### src/rtl/riscv_mem_arb_pkg.sv
// Shared types for the unified-memory arbiter.
// Imported by the arbiter top and its winner-select sub-module.
package riscv_mem_arb_pkg;

    typedef enum logic [1:0] {
        ARB_IDLE,
        ARB_REQ,
        ARB_WAIT,
        ARB_RESP
    } arb_state_t;

    typedef enum logic {
        OWN_INST,
        OWN_DATA
    } arb_owner_t;

endpackage

### src/rtl/riscv_mem_arb_pick.sv
// Winner select between fetch and data requests.
// Data has priority until a pending fetch has lost P_STARVE_LIMIT times.
import riscv_mem_arb_pkg::*;

module riscv_mem_arb_pick #(
    parameter int P_STARVE_LIMIT = 4
) (
    input  logic       clk,
    input  logic       reset,
    input  logic       i_inst_req,
    input  logic       i_data_req,
    input  logic       i_arb_en,
    output arb_owner_t o_owner
);

    localparam int LP_CW = $clog2(P_STARVE_LIMIT + 1);
    localparam logic [LP_CW-1:0] LP_LIMIT = LP_CW'(P_STARVE_LIMIT);

    logic [LP_CW-1:0] r_starve_cnt;
    logic             w_inst_win;

    always_comb begin
        w_inst_win = i_inst_req &&
                     (!i_data_req || (r_starve_cnt == LP_LIMIT));
        o_owner    = w_inst_win ? OWN_INST : OWN_DATA;
    end

    // Counter saturates at the limit because the fetch then wins outright.
    always_ff @(posedge clk or negedge reset) begin
        if (!reset) begin
            r_starve_cnt <= '0;
        end else if (i_arb_en) begin
            if (w_inst_win) begin
                r_starve_cnt <= '0;
            end else if (i_inst_req && (r_starve_cnt != LP_LIMIT)) begin
                r_starve_cnt <= r_starve_cnt + 1'b1;
            end
        end
    end

endmodule

### src/rtl/riscv_mem_arbiter.sv
// Single-port memory arbiter: instruction fetch vs. load/store.
// One outstanding transaction, registered outputs, ready pulse per owner.
import riscv_mem_arb_pkg::*;

module riscv_mem_arbiter #(
    parameter int P_DATA_WIDTH   = 32,
    parameter int P_ADDR_WIDTH   = 32,
    parameter int P_STARVE_LIMIT = 4
) (
    input  logic                    clk,
    input  logic                    reset,
    input  logic                    inst_rd_en,
    input  logic [P_ADDR_WIDTH-1:0] inst_addr,
    input  logic [3:0]              inst_ctrl_cpu,
    output logic [P_DATA_WIDTH-1:0] instr_data,
    output logic                    instr_ready,
    input  logic                    data_rd_en_ma,
    input  logic                    data_wr_en_ma,
    input  logic [P_ADDR_WIDTH-1:0] data_addr,
    input  logic [P_DATA_WIDTH-1:0] data_wr,
    input  logic [3:0]              data_rd_en_ctrl,
    output logic [P_DATA_WIDTH-1:0] data_rd,
    output logic                    data_ready,
    output logic                    mem_req,
    output logic                    mem_we,
    output logic [P_ADDR_WIDTH-1:0] mem_addr,
    output logic [P_DATA_WIDTH-1:0] mem_wdata,
    output logic [3:0]              mem_be,
    input  logic                    mem_gnt,
    input  logic                    mem_rvalid,
    input  logic [P_DATA_WIDTH-1:0] mem_rdata
);

    arb_state_t r_state;
    arb_owner_t r_owner;
    arb_owner_t w_owner;
    logic       w_data_req;
    logic       w_arb_en;

    assign w_data_req = data_rd_en_ma | data_wr_en_ma;
    assign w_arb_en   = (r_state == ARB_IDLE) && (inst_rd_en || w_data_req);

    riscv_mem_arb_pick #(
        .P_STARVE_LIMIT(P_STARVE_LIMIT)
    ) u_pick (
        .clk       (clk),
        .reset     (reset),
        .i_inst_req(inst_rd_en),
        .i_data_req(w_data_req),
        .i_arb_en  (w_arb_en),
        .o_owner   (w_owner)
    );

    always_ff @(posedge clk or negedge reset) begin
        if (!reset) begin
            r_state     <= ARB_IDLE;
            r_owner     <= OWN_INST;
            mem_req     <= 1'b0;
            mem_we      <= 1'b0;
            mem_addr    <= '0;
            mem_wdata   <= '0;
            mem_be      <= '0;
            instr_data  <= '0;
            instr_ready <= 1'b0;
            data_rd     <= '0;
            data_ready  <= 1'b0;
        end else begin
            instr_ready <= 1'b0;
            data_ready  <= 1'b0;
            unique case (r_state)
                ARB_IDLE: begin
                    if (w_arb_en) begin
                        r_owner <= w_owner;
                        mem_req <= 1'b1;
                        r_state <= ARB_REQ;
                        if (w_owner == OWN_INST) begin
                            mem_we   <= 1'b0;
                            mem_addr <= inst_addr;
                            mem_be   <= inst_ctrl_cpu;
                        end else begin
                            // A simultaneous read+write enable is a store.
                            mem_we    <= data_wr_en_ma;
                            mem_addr  <= data_addr;
                            mem_be    <= data_rd_en_ctrl;
                            mem_wdata <= data_wr;
                        end
                    end
                end
                ARB_REQ: begin
                    if (mem_gnt) begin
                        mem_req <= 1'b0;
                        r_state <= ARB_WAIT;
                    end
                end
                ARB_WAIT: begin
                    if (mem_rvalid) begin
                        r_state <= ARB_RESP;
                        if (r_owner == OWN_INST) begin
                            instr_data  <= mem_rdata;
                            instr_ready <= 1'b1;
                        end else begin
                            if (!mem_we) begin
                                data_rd <= mem_rdata;
                            end
                            data_ready <= 1'b1;
                        end
                    end
                end
                ARB_RESP: begin
                    r_state <= ARB_IDLE;
                end
                default: begin
                    r_state <= ARB_IDLE;
                end
            endcase
        end
    end

endmodule

### config.mk
export PLATFORM = sky130hd
export DESIGN_NAME = riscv_mem_arbiter
export DESIGN_NICKNAME = d
export VERILOG_FILES = /design/src/rtl/riscv_mem_arb_pkg.sv /design/src/rtl/riscv_mem_arb_pick.sv /design/src/rtl/riscv_mem_arbiter.sv
export SDC_FILE = /design/constraint.sdc
export NUM_CORES = 1
export LEC_CHECK = 0
export ABC_AREA = 0
export CAP_MARGIN = 20
export CORE_MARGIN = 2
export CORE_UTILIZATION = 41
export DETAILED_ROUTE_END_ITERATION = 10
export PLACE_DENSITY = 0.8
export SLEW_MARGIN = 10
export SYNTH_ARGS = -nofsm -noshare
export SYNTH_HDL_FRONTEND = slang
export SYNTH_HIERARCHICAL = 1
export SYNTH_SLANG_ARGS = --single-unit
### constraint.sdc
create_clock -name clk -period 1.9 [get_ports clk]
set_input_delay 0.57 -clock clk [delete_from_list [all_inputs] [get_ports clk]]
set_output_delay 0.57 -clock clk [all_outputs]
set_load 0.02 [all_outputs]
Yosys cells after proc, flatten, opt, wreduce, memory -nomap -nowiden --
Index checks and enable logic that the tools add are counted.
Word-level totals: register bits 142, input bits 143, output and inout bits 136, logic and storage cells 60
Operators by class: add/subtract/negate cells 1, eq/ne operators 8, mux-type cells 19, bitwise gates (word level) 4, reductions and logical operators 16
Operator list (number):
- 32-bit 2-to-1 mux | 1
- 3-bit AND reduction | 4
- 1-bit 2-to-1 mux | 10
- 2-bit one-hot mux with 4 select lines | 1
- 2-bit 2-to-1 mux | 3
- 3-bit 2-to-1 mux | 2
- 2-bit == test (second input constant) | 2
- 4-bit 2-to-1 mux | 1
- 2-bit != test (second input constant) | 2
- 2-bit AND reduction | 2
- 4-bit AND reduction | 1
- 2-bit nonzero test | 2
- 3-bit by 1-bit adder with 3-bit output (second input constant) | 1
- 3-bit == test (second input constant) | 1
- 1-bit logical AND | 3
- 3-bit != test (second input constant) | 1
- 1-bit NOT | 3
- 2-bit by 1-bit == test with 1-bit output (second input constant) | 1
- 2-bit zero test | 1
- 1-bit logical OR | 2
- 2-bit by 1-bit != test with 1-bit output (second input constant) | 1
- 1-bit one-hot mux with 2 select lines | 1
- 1-bit zero test | 1
- 1-bit bitwise OR | 1

Depth between registers and ports, before layout --
Gate-level depths: netlist of run 1.
depth after elaboration 6, gate-level depth with buffers 10

Hierarchy --
Netlist of run 1, hierarchy kept.
By module, submodules not included:
- riscv_mem_arbiter | times used 1, cells each 393, area each 5711.7 µm²
- riscv_mem_arb_pick | times used 1, cells each 21, area each 180.2 µm²

Worst setup path before layout of run 1 --
Ideal clock, no wire load.
path kind input to register, start in data_wr_en_ma, end reg mem_addr[10], arrival 1.643 ns, data required time 1.767 ns, slack 0.124 ns, stages 7, path buffers 2, cells stage by stage or2_2 > nand2_1 > nand2_1 > buf_4 > clkbuf_4 > mux2i_1 > o21ai_0
Between the ends: longest elaborated chain between the ends 5, elaborated cells on any way between the ends 8, those cells by class mux: 1; bitwise: 1; reduce/logical: 6
Ends and longest elaborated chain:
- start, declared | RTL line riscv_mem_arbiter.sv:18 | input logic data_wr_en_ma,
- 1-bit bitwise OR * | RTL line riscv_mem_arbiter.sv:40 | assign w_data_req = data_rd_en_ma | data_wr_en_ma;
- 1-bit zero test | RTL line riscv_mem_arb_pick.sv:24 | (!i_data_req || (r_starve_cnt == LP_LIMIT));
- 1-bit logical OR | RTL line riscv_mem_arb_pick.sv:24
- 1-bit logical AND | RTL line riscv_mem_arb_pick.sv:23 | w_inst_win = i_inst_req &&
- 32-bit 2-to-1 mux | RTL line riscv_mem_arbiter.sv:76 | if (w_owner == OWN_INST) begin
- end signal, assigned | RTL line riscv_mem_arbiter.sv:78 | mem_addr <= inst_addr;
- end signal, assigned | RTL line riscv_mem_arbiter.sv:83 | mem_addr <= data_addr;
- end, declared | RTL line riscv_mem_arbiter.sv:26 | output logic [P_ADDR_WIDTH-1:0] mem_addr,
Mark *: on every way between the ends. The rest lies on a longest branch, timed or not. A chain may end at the register's enable or synchronous reset.

Worst setup path after layout of run 1 --
start in data_wr_en_ma, end reg mem_addr[13]
Between the ends: longest elaborated chain between the ends 5, elaborated cells on any way between the ends 8, those cells by class mux: 1; bitwise: 1; reduce/logical: 6
Ends and longest elaborated chain:
- 1-bit bitwise OR * | RTL line riscv_mem_arbiter.sv:40
- net w_data_req | RTL line riscv_mem_arbiter.sv:37 | logic w_data_req;
- 1-bit zero test | RTL line riscv_mem_arb_pick.sv:24
- 1-bit logical OR | RTL line riscv_mem_arb_pick.sv:24
- 1-bit logical AND | RTL line riscv_mem_arb_pick.sv:23
- 32-bit 2-to-1 mux | RTL line riscv_mem_arbiter.sv:76
Mark *: on every way through the listed nets, which the timed path passes. The rest lies on a longest branch.

==> metrics.txt, run 1 <==
Multi-input gate area between 0.002 and 0.0025 mm2; CTS H-tree lvls 4; via count approximately 4,400; Core ar. ~0.014 mm2; share of the synthesized area in the top cell type 0.6031; CTS Hold Buffers Added 0; relative slew slack 0.7566; syn nets 562; vias in the first global route around 4,700; overall routing resource usage 0.2059; Initial DRC Count between 150 and 200; routed len/inst ~17 um; fmax between 500 and 600 MHz; Clock Path Buffers 2; CP endpoint kind register; fillcell total 1,021; min cycle time layout 1.828 ns; Post-synth top cells 142 x dfrtp_1, 46 x nand2_1, 37 x mux2_2, 37 x o21ai_0, 36 x mux2i_1; Post-route DRC 0; synth unique cells 30; worst r2r src u_pick/r_starve_cnt[0]; status finished clean; Rows between 40 and 50; initial antenna violation count 0; clock latency on the worst-skew pair around 0.4 ns; XOR/XNOR Fraction of Synth Area 0; Die H 123.9 um; WS Path Type in -> reg; die area approximately 0.015 mm2; I/O Pins 279; Routed Wire Length 15,490 um; Storage cell area 0.003553 mm2; GRT overflow 0; Initial Util 0.4228; synth top area cells dfrtp_1 60%, mux2_4 7.6%, mux2_2 7.1%; period utilisation layout 0.9622; Worst-path clk slew around 0.06 ns; Async S/R FF share, synth 1.000; first-pass GRT wire length around 24,000 um; area leader, netlist dfrtp_1; Worst R2R Path Depth 9; layout cells sized above 1 0.1821; FF-to-FF setup slack approximately 0.090 ns; Ys Warns 6; number of port buffers between 200 and 300; Slew @ Worst Pin 0.3650 ns; Worst VDD drop 0.7353 mV; Total Power ~16,000 uW; Post-Synth Adder-Cell Area 0.01062; Final setup viols 0; Crit Path Max Fanout 24; synth-to-layout area growth 61.90%; RePlAce Congestion between 0.8 and 0.9; Max Cap Viol 0; Post-Synth Simple-Gate Area 0.04587; final hold vios 0; compound-cell area share of the yosys netlist 0.04247; Synth Instances between 400 and 500; HP Class in -> async; Crit path arrival time 2.15 ns; Pwr per Cell Area between 1500 and 2000 mW/mm2; post-synthesis sequential area ratio 0.6031; final clock skew just over 0.008 ns; Pleak 0.004716 uW; Mean Syn Cell Area roughly 14 um2; post-DP HPWL 11,780 um; Clock Tree Root clkbuf_16; most frequent cell after synthesis dfrtp_1; Crit Reg-Reg Endpoint mem_addr[13]; CP Launch Type input port; Routed Antenna Nets 0; antenna cells 0; required time worst endpoint 2.22 ns; mux cell area share after synthesis 0.2657; Post-synth top flop dfrtp_1; #FFs+latches synth approximately 140; Vias/cell 4.866; Final Max Tran Viols 0; Hold Slack about 0.048 ns; Final nets between 800 and 900; CTS Buf Count 17; CTS tree yes; main combinational cell family by area after synthesis multiplexers; clock sinks about 140; EDFF count, synth 0; die width ~120 um; Final TNS setup 0 ns; DRT Pass-1 Iters 4; largest net degree at the start of global routing between 50 and 60; Syn Std Cell Area around 0.0059 mm2
==> cell families (layout without fill, tap and decap cells) <==
kind of cell	after synthesis	after routing
and+or+nand+nor	58	58
AOI/OAI and AO/OA	45	45
buffers and inverters	31	342
muxes	133	133
adders and majority gates	5	5
DFF	142	142
==> cells in the final DEF, fill, tap and decap left out <==
cell type        instances
clkinv_2                 2
and3_1                   1
ha_1                     5
clkinv_4                 1
inv_1                    8
nor2b_1                  1
a32o_1                   1
nand4_1                  2
a221oi_1                 1
nand3b_4                 1
clkbuf_16               17
dlygate4sd2_1          136
mux2_1                  30
mux2i_2                  2
mux2_2                  37
dfrtp_1                142
buf_12                   8
o32a_1                   1
nand2_1                 44
nand2_2                  2
nand3b_1                 1
nor3_4                   1
o21ai_0                 37
o21ai_1                  3
buf_4                   16
bufinv_16                5
mux2i_1                 34
mux2_4                  30
buf_6                    1
nor3b_2                  1
clkinvlp_4               2
or2_2                    1
clkbuf_8                 3
nand2b_2                 1
nand3_1                  2
o31ai_4                  1
o311ai_0                 1
clkdlybuf4s50_1        141
clkbuf_1                 2
==> worst max path at each step <==
stage / start / to / slack (ns)
floorplan: data_wr_en_ma / mem_addr[10] / 0.12
global placement: data_wr_en_ma / mem_addr[23] / -0.31
detailed placement: data_wr_en_ma / mem_addr[30] / -0.35
CTS: u_pick/r_starve_cnt[0] / mem_addr[30] / 0.07
global route: u_pick/r_starve_cnt[0] / mem_addr[20] / -0.002
finish: data_wr_en_ma / mem_addr[13] / 0.07
==> state kept, by name (all words and copies together) (netlist names) <==
name	cells
data_rd	32
instr_data	32
mem_addr	32
mem_wdata	32
mem_be	4
u_pick/r_starve_cnt	3
r_state	2
data_ready	1
instr_ready	1
mem_req	1
mem_we	1
r_owner	1
==> routing by layer <==
metal | track usage | part of all wire | routed length, um | vias up
met1 | 0.2200 | 0.36 | 5629 | 2133
met5 | 0 | 0 | 0 | -
met3 | 0.06731 | 0.090 | 1396 | 32
met2 | 0.3671 | 0.52 | 8035 | 200
li1 | - | - | - | 2039
met4 | 0.09588 | 0.028 | 429 | 0
==> through the flow <==
stage | instance area, um2 | utilization | setup WS [ns] | cells
floorplan | 5892 | - | 0.1242 | 414
global placement | 9035 | 0.6484 | -0.3062 | 873
detailed placement | 9035 | 0.6484 | -0.3546 | 873
CTS | 9523 | 0.6834 | 0.07181 | 905
global route | 9539 | 0.6846 | -0.002281 | 905
finish | 9539 | 0.6846 | 0.07191 | 905
==> critical path: stages <==
cell and delay [ns]:
clkdlybuf4s50_1 0.42, or2_2 0.31, nand2_1 0.09, nand2_2 0.08, buf_4 0.16, buf_12 0.16, mux2i_1 0.14, o21ai_0 0.19
==> area by class of cell <==
cell class                      instances  area share
Clock buffer                           22     0.04971
Clock inverter                         10     0.01928
Inverter                                8    0.003148
Multi-Input combinational cell        241      0.2284
Sequential cell                       142      0.3725
Tap cell                              180     0.02361
Timing Repair Buffer                  302      0.3034
==> power by group <==
part / internal, uW / switching [uW]
Combinational: 3330 / 3870
Clock: 2430 / 1210
Sequential: 4560 / 809
==> repair_timing <==
action                     CTS  global route
setup buffers                0             0
cloned                       0             0
gates resized for setup    136             4
setup endpoints to repair  136             8
No activity file was read; power rests on OpenSTA's default activity.
==> run 2: changes to the inputs <==
--- a/config.mk
+++ b/config.mk
@@ -5,13 +5,13 @@
 export SDC_FILE = /design/constraint.sdc
 export NUM_CORES = 1
 export LEC_CHECK = 0
-export ABC_AREA = 0
 export CAP_MARGIN = 20
 export CORE_MARGIN = 2
 export CORE_UTILIZATION = 41
 export DETAILED_ROUTE_END_ITERATION = 10
 export PLACE_DENSITY = 0.8
-export SLEW_MARGIN = 10
+export RECOVER_POWER = 100
+export SLEW_MARGIN = 0
 export SYNTH_ARGS = -nofsm -noshare
 export SYNTH_HDL_FRONTEND = slang
 export SYNTH_HIERARCHICAL = 1
==> run 2 against run 1 <==
Via count grew 0.20%. Design area shrank 1.7%. Register-to-register slack is essentially flat. Total power shrank 2.1%. Global-route usage is the same. Final cell count is the same. Sequential power is essentially flat. Routed wire length shrank 0.75%. Flip-flop and latch count is the same. Non-clock buffer count is the same. Largest power group unchanged. Highest routed layer unchanged.
==> metrics.txt, run 2 (synthesis gave the netlist of run 1 again) <==
largest net degree at the start of global routing 53; fmax roughly 550 MHz; commonest non-fill, non-tap cell in the layout dfrtp_1; CP endpoint kind register; status finished clean; Die H roughly 120 um; Sw Ratio 0.3684; Core ar. 0.01393 mm2; FF-to-FF setup slack approximately 0.090 ns; CTS Buf Count 17; routed len/inst between 15 and 20 um; CTS H-tree lvls 4; clock latency on the worst-skew pair between 0.4 and 0.5 ns; overall routing resource usage 0.2059; required time worst endpoint around 2.2 ns; Crit Reg-Reg Endpoint mem_addr[13]; post-DP HPWL between 10,000 and 15,000 um; Initial Util 0.4228; CP Launch Type input port; fillcell total roughly 1,100; design area 0.009375 mm2; GRT overflow 0; Pwr per Cell Area 1692 mW/mm2; Worst VDD drop around 0.73 mV; antenna cells 0; Routed Wire Length 15,370 um; Clock Tree Root clkbuf_16; synth-to-layout area growth 59.12%; period utilisation layout 0.9627; vias in the first global route 4,681; area post-placement roughly 0.009 mm2; Final setup viols 0; die area roughly 0.015 mm2; I/O Pins 279; Final TNS setup 0 ns; DRT Pass-1 Iters 4; Pleak between 0.004 and 0.005 uW; via count ~4,400; Clk network pwr share 0.230; final clock skew ~0.0065 ns; Net Switching 5846 uW; initial antenna violation count 0; CTS tree yes; Pint ~10,000 uW; RePlAce Congestion just over 0.8; Routed Antenna Nets 0; min cycle time layout about 1.8 ns; Reg power frac 0.337; most frequent cells in the layout 142 x dfrtp_1, 141 x clkdlybuf4s50_1, 136 x dlygate4sd2_1; Final Core Density 0.6728; Initial DRC Count approximately 160; Crit Path Max Fanout 24; relative slew slack 0.3907; final hold vios 0; Post-route DRC 0; die width 123.9 um; worst r2r src u_pick/r_starve_cnt[0]; Vias/cell 4.876; Rows 43; number of port buffers roughly 280; WS Path Type in -> reg; Final nets 860; Worst-path clk slew about 0.060 ns; Final Max Tran Viols 0; HP Class in -> async; Worst R2R Path Depth 9; Clock Path Buffers 2; CTS Hold Buffers Added 0; Max Cap Viol 0; Crit path arrival time between 2 and 2.5 ns; DP Worst Slack -0.3546 ns; Slew @ Worst Pin 0.9140 ns; layout cells sized above 1 0.1434; Comb pwr share 0.433; Final WS setup between 0.07 and 0.08 ns; Hold Slack 0.2857 ns; first-pass GRT wire length ~24,000 um; Post-CTS Setup Repair Bufs 0; clock sinks 142
[run 2: cell count changes in the layout (fill, tap and decap cells not counted), sizes merged]
cell,change
clkbuf,+9
buf,-9
[run 2: per-layer routing]
| layer | vias to the layer above | GRT usage | share of wire | wire length, um |
|---|---|---|---|---|
| met4 | 0 | 0.09588 | 0.029 | 442 |
| met1 | 2138 | 0.2200 | 0.36 | 5607 |
| met3 | 33 | 0.06731 | 0.089 | 1362 |
| met5 | - | 0 | 0 | 0 |
| li1 | 2041 | - | - | - |
| met2 | 201 | 0.3671 | 0.52 | 7962 |
[run 2: worst max-delay path by stage]
| stage | endpoint | startpoint | slack (ns) |
|---|---|---|---|
| finish | mem_addr[13] | data_wr_en_ma | 0.07 |
| global route | mem_addr[20] | u_pick/r_starve_cnt[0] | -0.002 |
| CTS | mem_addr[30] | u_pick/r_starve_cnt[0] | 0.07 |
| detailed placement | mem_addr[30] | data_wr_en_ma | -0.35 |
| global placement | mem_addr[23] | data_wr_en_ma | -0.31 |
| floorplan | mem_addr[10] | data_wr_en_ma | 0.12 |
[run 2: critical path, cell delays in order]
cell	delay (ns)
clkdlybuf4s50_1	0.42
or2_2	0.31
nand2_1	0.08
nand2_2	0.08
buf_4	0.16
buf_12	0.16
mux2i_1	0.14
o21ai_0	0.19
[run 2: power by group through the flow]
| stage | sequential, uW | combinational, uW | clock [uW] |
|---|---|---|---|
| after detailed placement | 5450 | 8290 | 0 |
| after floorplan | 7110 | 2500 | 0 |
| after global routing | 5540 | 7400 | 3860 |
| after CTS | 5370 | 7300 | 3710 |
| after global placement | 5380 | 8100 | 0 |
| final | 5350 | 6870 | 3640 |
[run 2: final cells by class]
| class | count | area (um2) | area share |
|---|---|---|---|
| repair buffers | 302 | 2836 | 0.3025 |
| well taps | 180 | 225.2 | 0.02402 |
| inverters | 8 | 30.03 | 0.003203 |
| multi-input cells | 241 | 2072 | 0.2210 |
| flip-flops and latches | 142 | 3553 | 0.3790 |
| clock inverters | 10 | 183.9 | 0.01962 |
| clock buffers | 22 | 474.2 | 0.05058 |
[run 2: metrics by stage]
step                      power [uW]  cells
after floorplan                 9612    414
after global placement         13490    873
after detailed placement       13740    873
after CTS                      16380    905
after global routing           16800    905
final                          15870    905
[run 2: timing repair]
item,in CTS,in global routing
setup endpoints to repair,136,8
hold endpoints to repair,0,0
resized for setup,136,4
==> run 3: changes to the inputs <==
--- a/config.mk
+++ b/config.mk
@@ -5,11 +5,12 @@
 export SDC_FILE = /design/constraint.sdc
 export NUM_CORES = 1
 export LEC_CHECK = 0
+export ABC_CLOCK_PERIOD_IN_PS = 1900
 export CAP_MARGIN = 20
 export CORE_MARGIN = 2
-export CORE_UTILIZATION = 41
+export CORE_UTILIZATION = 50
 export DETAILED_ROUTE_END_ITERATION = 10
-export PLACE_DENSITY = 0.8
+export DONT_BUFFER_PORTS = 1
 export RECOVER_POWER = 100
 export SLEW_MARGIN = 0
 export SYNTH_ARGS = -nofsm -noshare
==> run 3 against run 2 <==
Total power decreased by 15%. Via count decreased by 27%. The run now ends with negative hold slack left. Fmax increased by 1.5%. Clock power decreased by 5%. Critical endpoint is now mem_wdata[7]. Critical path depth unchanged. Clock skew increased by 0.0022 ns.
==> metrics.txt, run 3 (synthesis gave the netlist of run 1 again) <==
status finished with violations; failing checks negative hold slack; Crit Reg-Reg Endpoint mem_wdata[7]; first-pass GRT wire length 18,210 um; routed len/inst around 21 um; RSZ-0062 raised after global routing false; area post-placement around 0.0061 mm2; vias in the first global route 3,363; worst setup path start u_pick/r_starve_cnt[0]; CP endpoint kind register; CP Launch Type register; slowest CP cell dfrtp_1; Max Cap Viol 0; Post-CTS Setup Repair Bufs 0; Die H around 110 um; HP Class in -> async; CP endpoint mem_wdata[7]; antenna cells 0; Hold Slack -0.1408 ns; min cycle time layout between 1.5 and 2 ns; Worst VDD drop around 1.2 mV; post-cts sizing count 0; Slew @ Worst Pin just under 0.5 ns; CP peak stage delay approximately 0.40 ns; WS Path Type reg -> reg; FF-to-FF setup slack approximately 0.098 ns; Core ar. roughly 0.011 mm2; Routed Antenna Nets 0; Routed Wire Length ~12,000 um; DRT Pass-1 Iters 4; required time worst endpoint between 2 and 2.5 ns; layout cells sized above 1 0.2055; Rows 39; design area between 0.006 and 0.007 mm2; cell breakdown of the critical path inv_1 > ha_1 > nand2_1 > nand2_1 > nand2_2 > nand3b_4 > buf_6 > mux2_1; Pleak 0.003164 uW; synth-to-layout area growth 11.70%; GRT overflow 0; clock sinks roughly 140; Crit Path Max Fanout 18; largest net degree at the start of global routing between 100 and 150; worst r2r src u_pick/r_starve_cnt[0]; Worst R2R Path Depth 8; via count 3,234; die width 112.6 um; I/O Pins about 280; cell mode on critical path nand2_1; Pwr per Cell Area between 2000 and 2500 mW/mm2; post-DP HPWL approximately 8400 um; commonest non-fill, non-tap cell in the layout dfrtp_1; Final TNS setup 0 ns; Total Power 13,510 uW; relative slew slack 0.6707; fmax 555.1 MHz; overall routing resource usage 0.1877; Crit path arrival time between 2 and 2.5 ns; CTS tree yes; Final nets 569; Worst-path clk slew 0.06 ns; Clock Tree Root clkbuf_16; final hold vios 142; CTS Buf Count 17; initial antenna violation count 0; Vias/cell ~5.6; RePlAce Congestion 0.7318; die area 0.01267 mm2; Initial Util 0.5138; Clock Path Buffers 2; Post-route DRC 0; Final setup viols 0; Final Max Tran Viols 0; Initial DRC Count 177; number of port buffers 0; CTS H-tree lvls 4; fillcell total between 900 and 1,000; most frequent cells in the layout 142 x dfrtp_1, 55 x mux2_1, 45 x nand2_1; clock latency on the worst-skew pair 0.41 ns; period utilisation layout 0.9482; final clock skew 0.008701 ns
## run 3: changes by cell type in the layout (fill, tap and decap cells not counted), sizes merged
cell | before | now
dlygate4sd2 | 136 | 0
inv | 8 | 10
clkinvlp | 2 | 1
clkbuf | 31 | 24
bufinv | 5 | 4
clkdlybuf4s50 | 141 | 0
buf | 16 | 8
## run 3: critical path: cells and delay by family, from the launching register on
kind / cells / cell delay, ns
adder cells (fa/ha/maj): 1 / 0.19
buffers and inverters: 2 / 0.28
flip-flops: 1 / 0.40
multiplexers: 1 / 0.35
AND/OR/NAND/NOR: 4 / 0.45
## run 3: where the power goes
part,leakage (uW),switching [uW],internal [uW]
registers,0.00172,2930,4550
logic,0.00115,1160,1420
clock network,0.000304,1200,2260
total,0.00316,5290,8230
## run 3: routing by layer
metal / up-vias / wire (um) / share of wire / GRT usage
met5: - / 0 / 0 / 0
met4: 0 / 205 / 0.017 / 0.07724
met3: 18 / 1044 / 0.088 / 0.07505
met2: 167 / 6164 / 0.52 / 0.3114
met1: 1585 / 4505 / 0.38 / 0.2174
li1: 1464 / - / - / -
## run 3: worst min path at each step
stage                     cells after the start  slack [ns]   from            to
after floorplan                               0        0.27  reset    data_rd[0]
after global placement                        0        0.28  reset  mem_wdata[6]
after detailed placement                      0        0.28  reset  mem_wdata[6]
after CTS                                     0       -0.16  reset  mem_addr[30]
after global routing                          0       -0.17  reset   data_rd[28]
final                                         0       -0.14  reset  mem_wdata[6]
## run 3: cell type report
| cell class | count | area (um2) | area share |
|---|---|---|---|
| flip-flops and latches | 142 | 3553 | 0.5399 |
| clock buffers | 21 | 460.4 | 0.06996 |
| well taps | 143 | 178.9 | 0.02719 |
| clock inverters | 10 | 160.2 | 0.02433 |
| inverters | 8 | 30.03 | 0.004563 |
| repair buffers | 11 | 130.1 | 0.01977 |
| multi-input cells | 241 | 2068 | 0.3143 |
## run 3: metrics by stage
step	instances	worst slack (ns)	util
final	576	0.09838	0.5739
after global routing	576	0.006898	0.5739
after CTS	575	0.1105	0.5849
after detailed placement	544	0.06467	0.5308
after global placement	544	0.09025	0.5308
after floorplan	414	0.1242	-
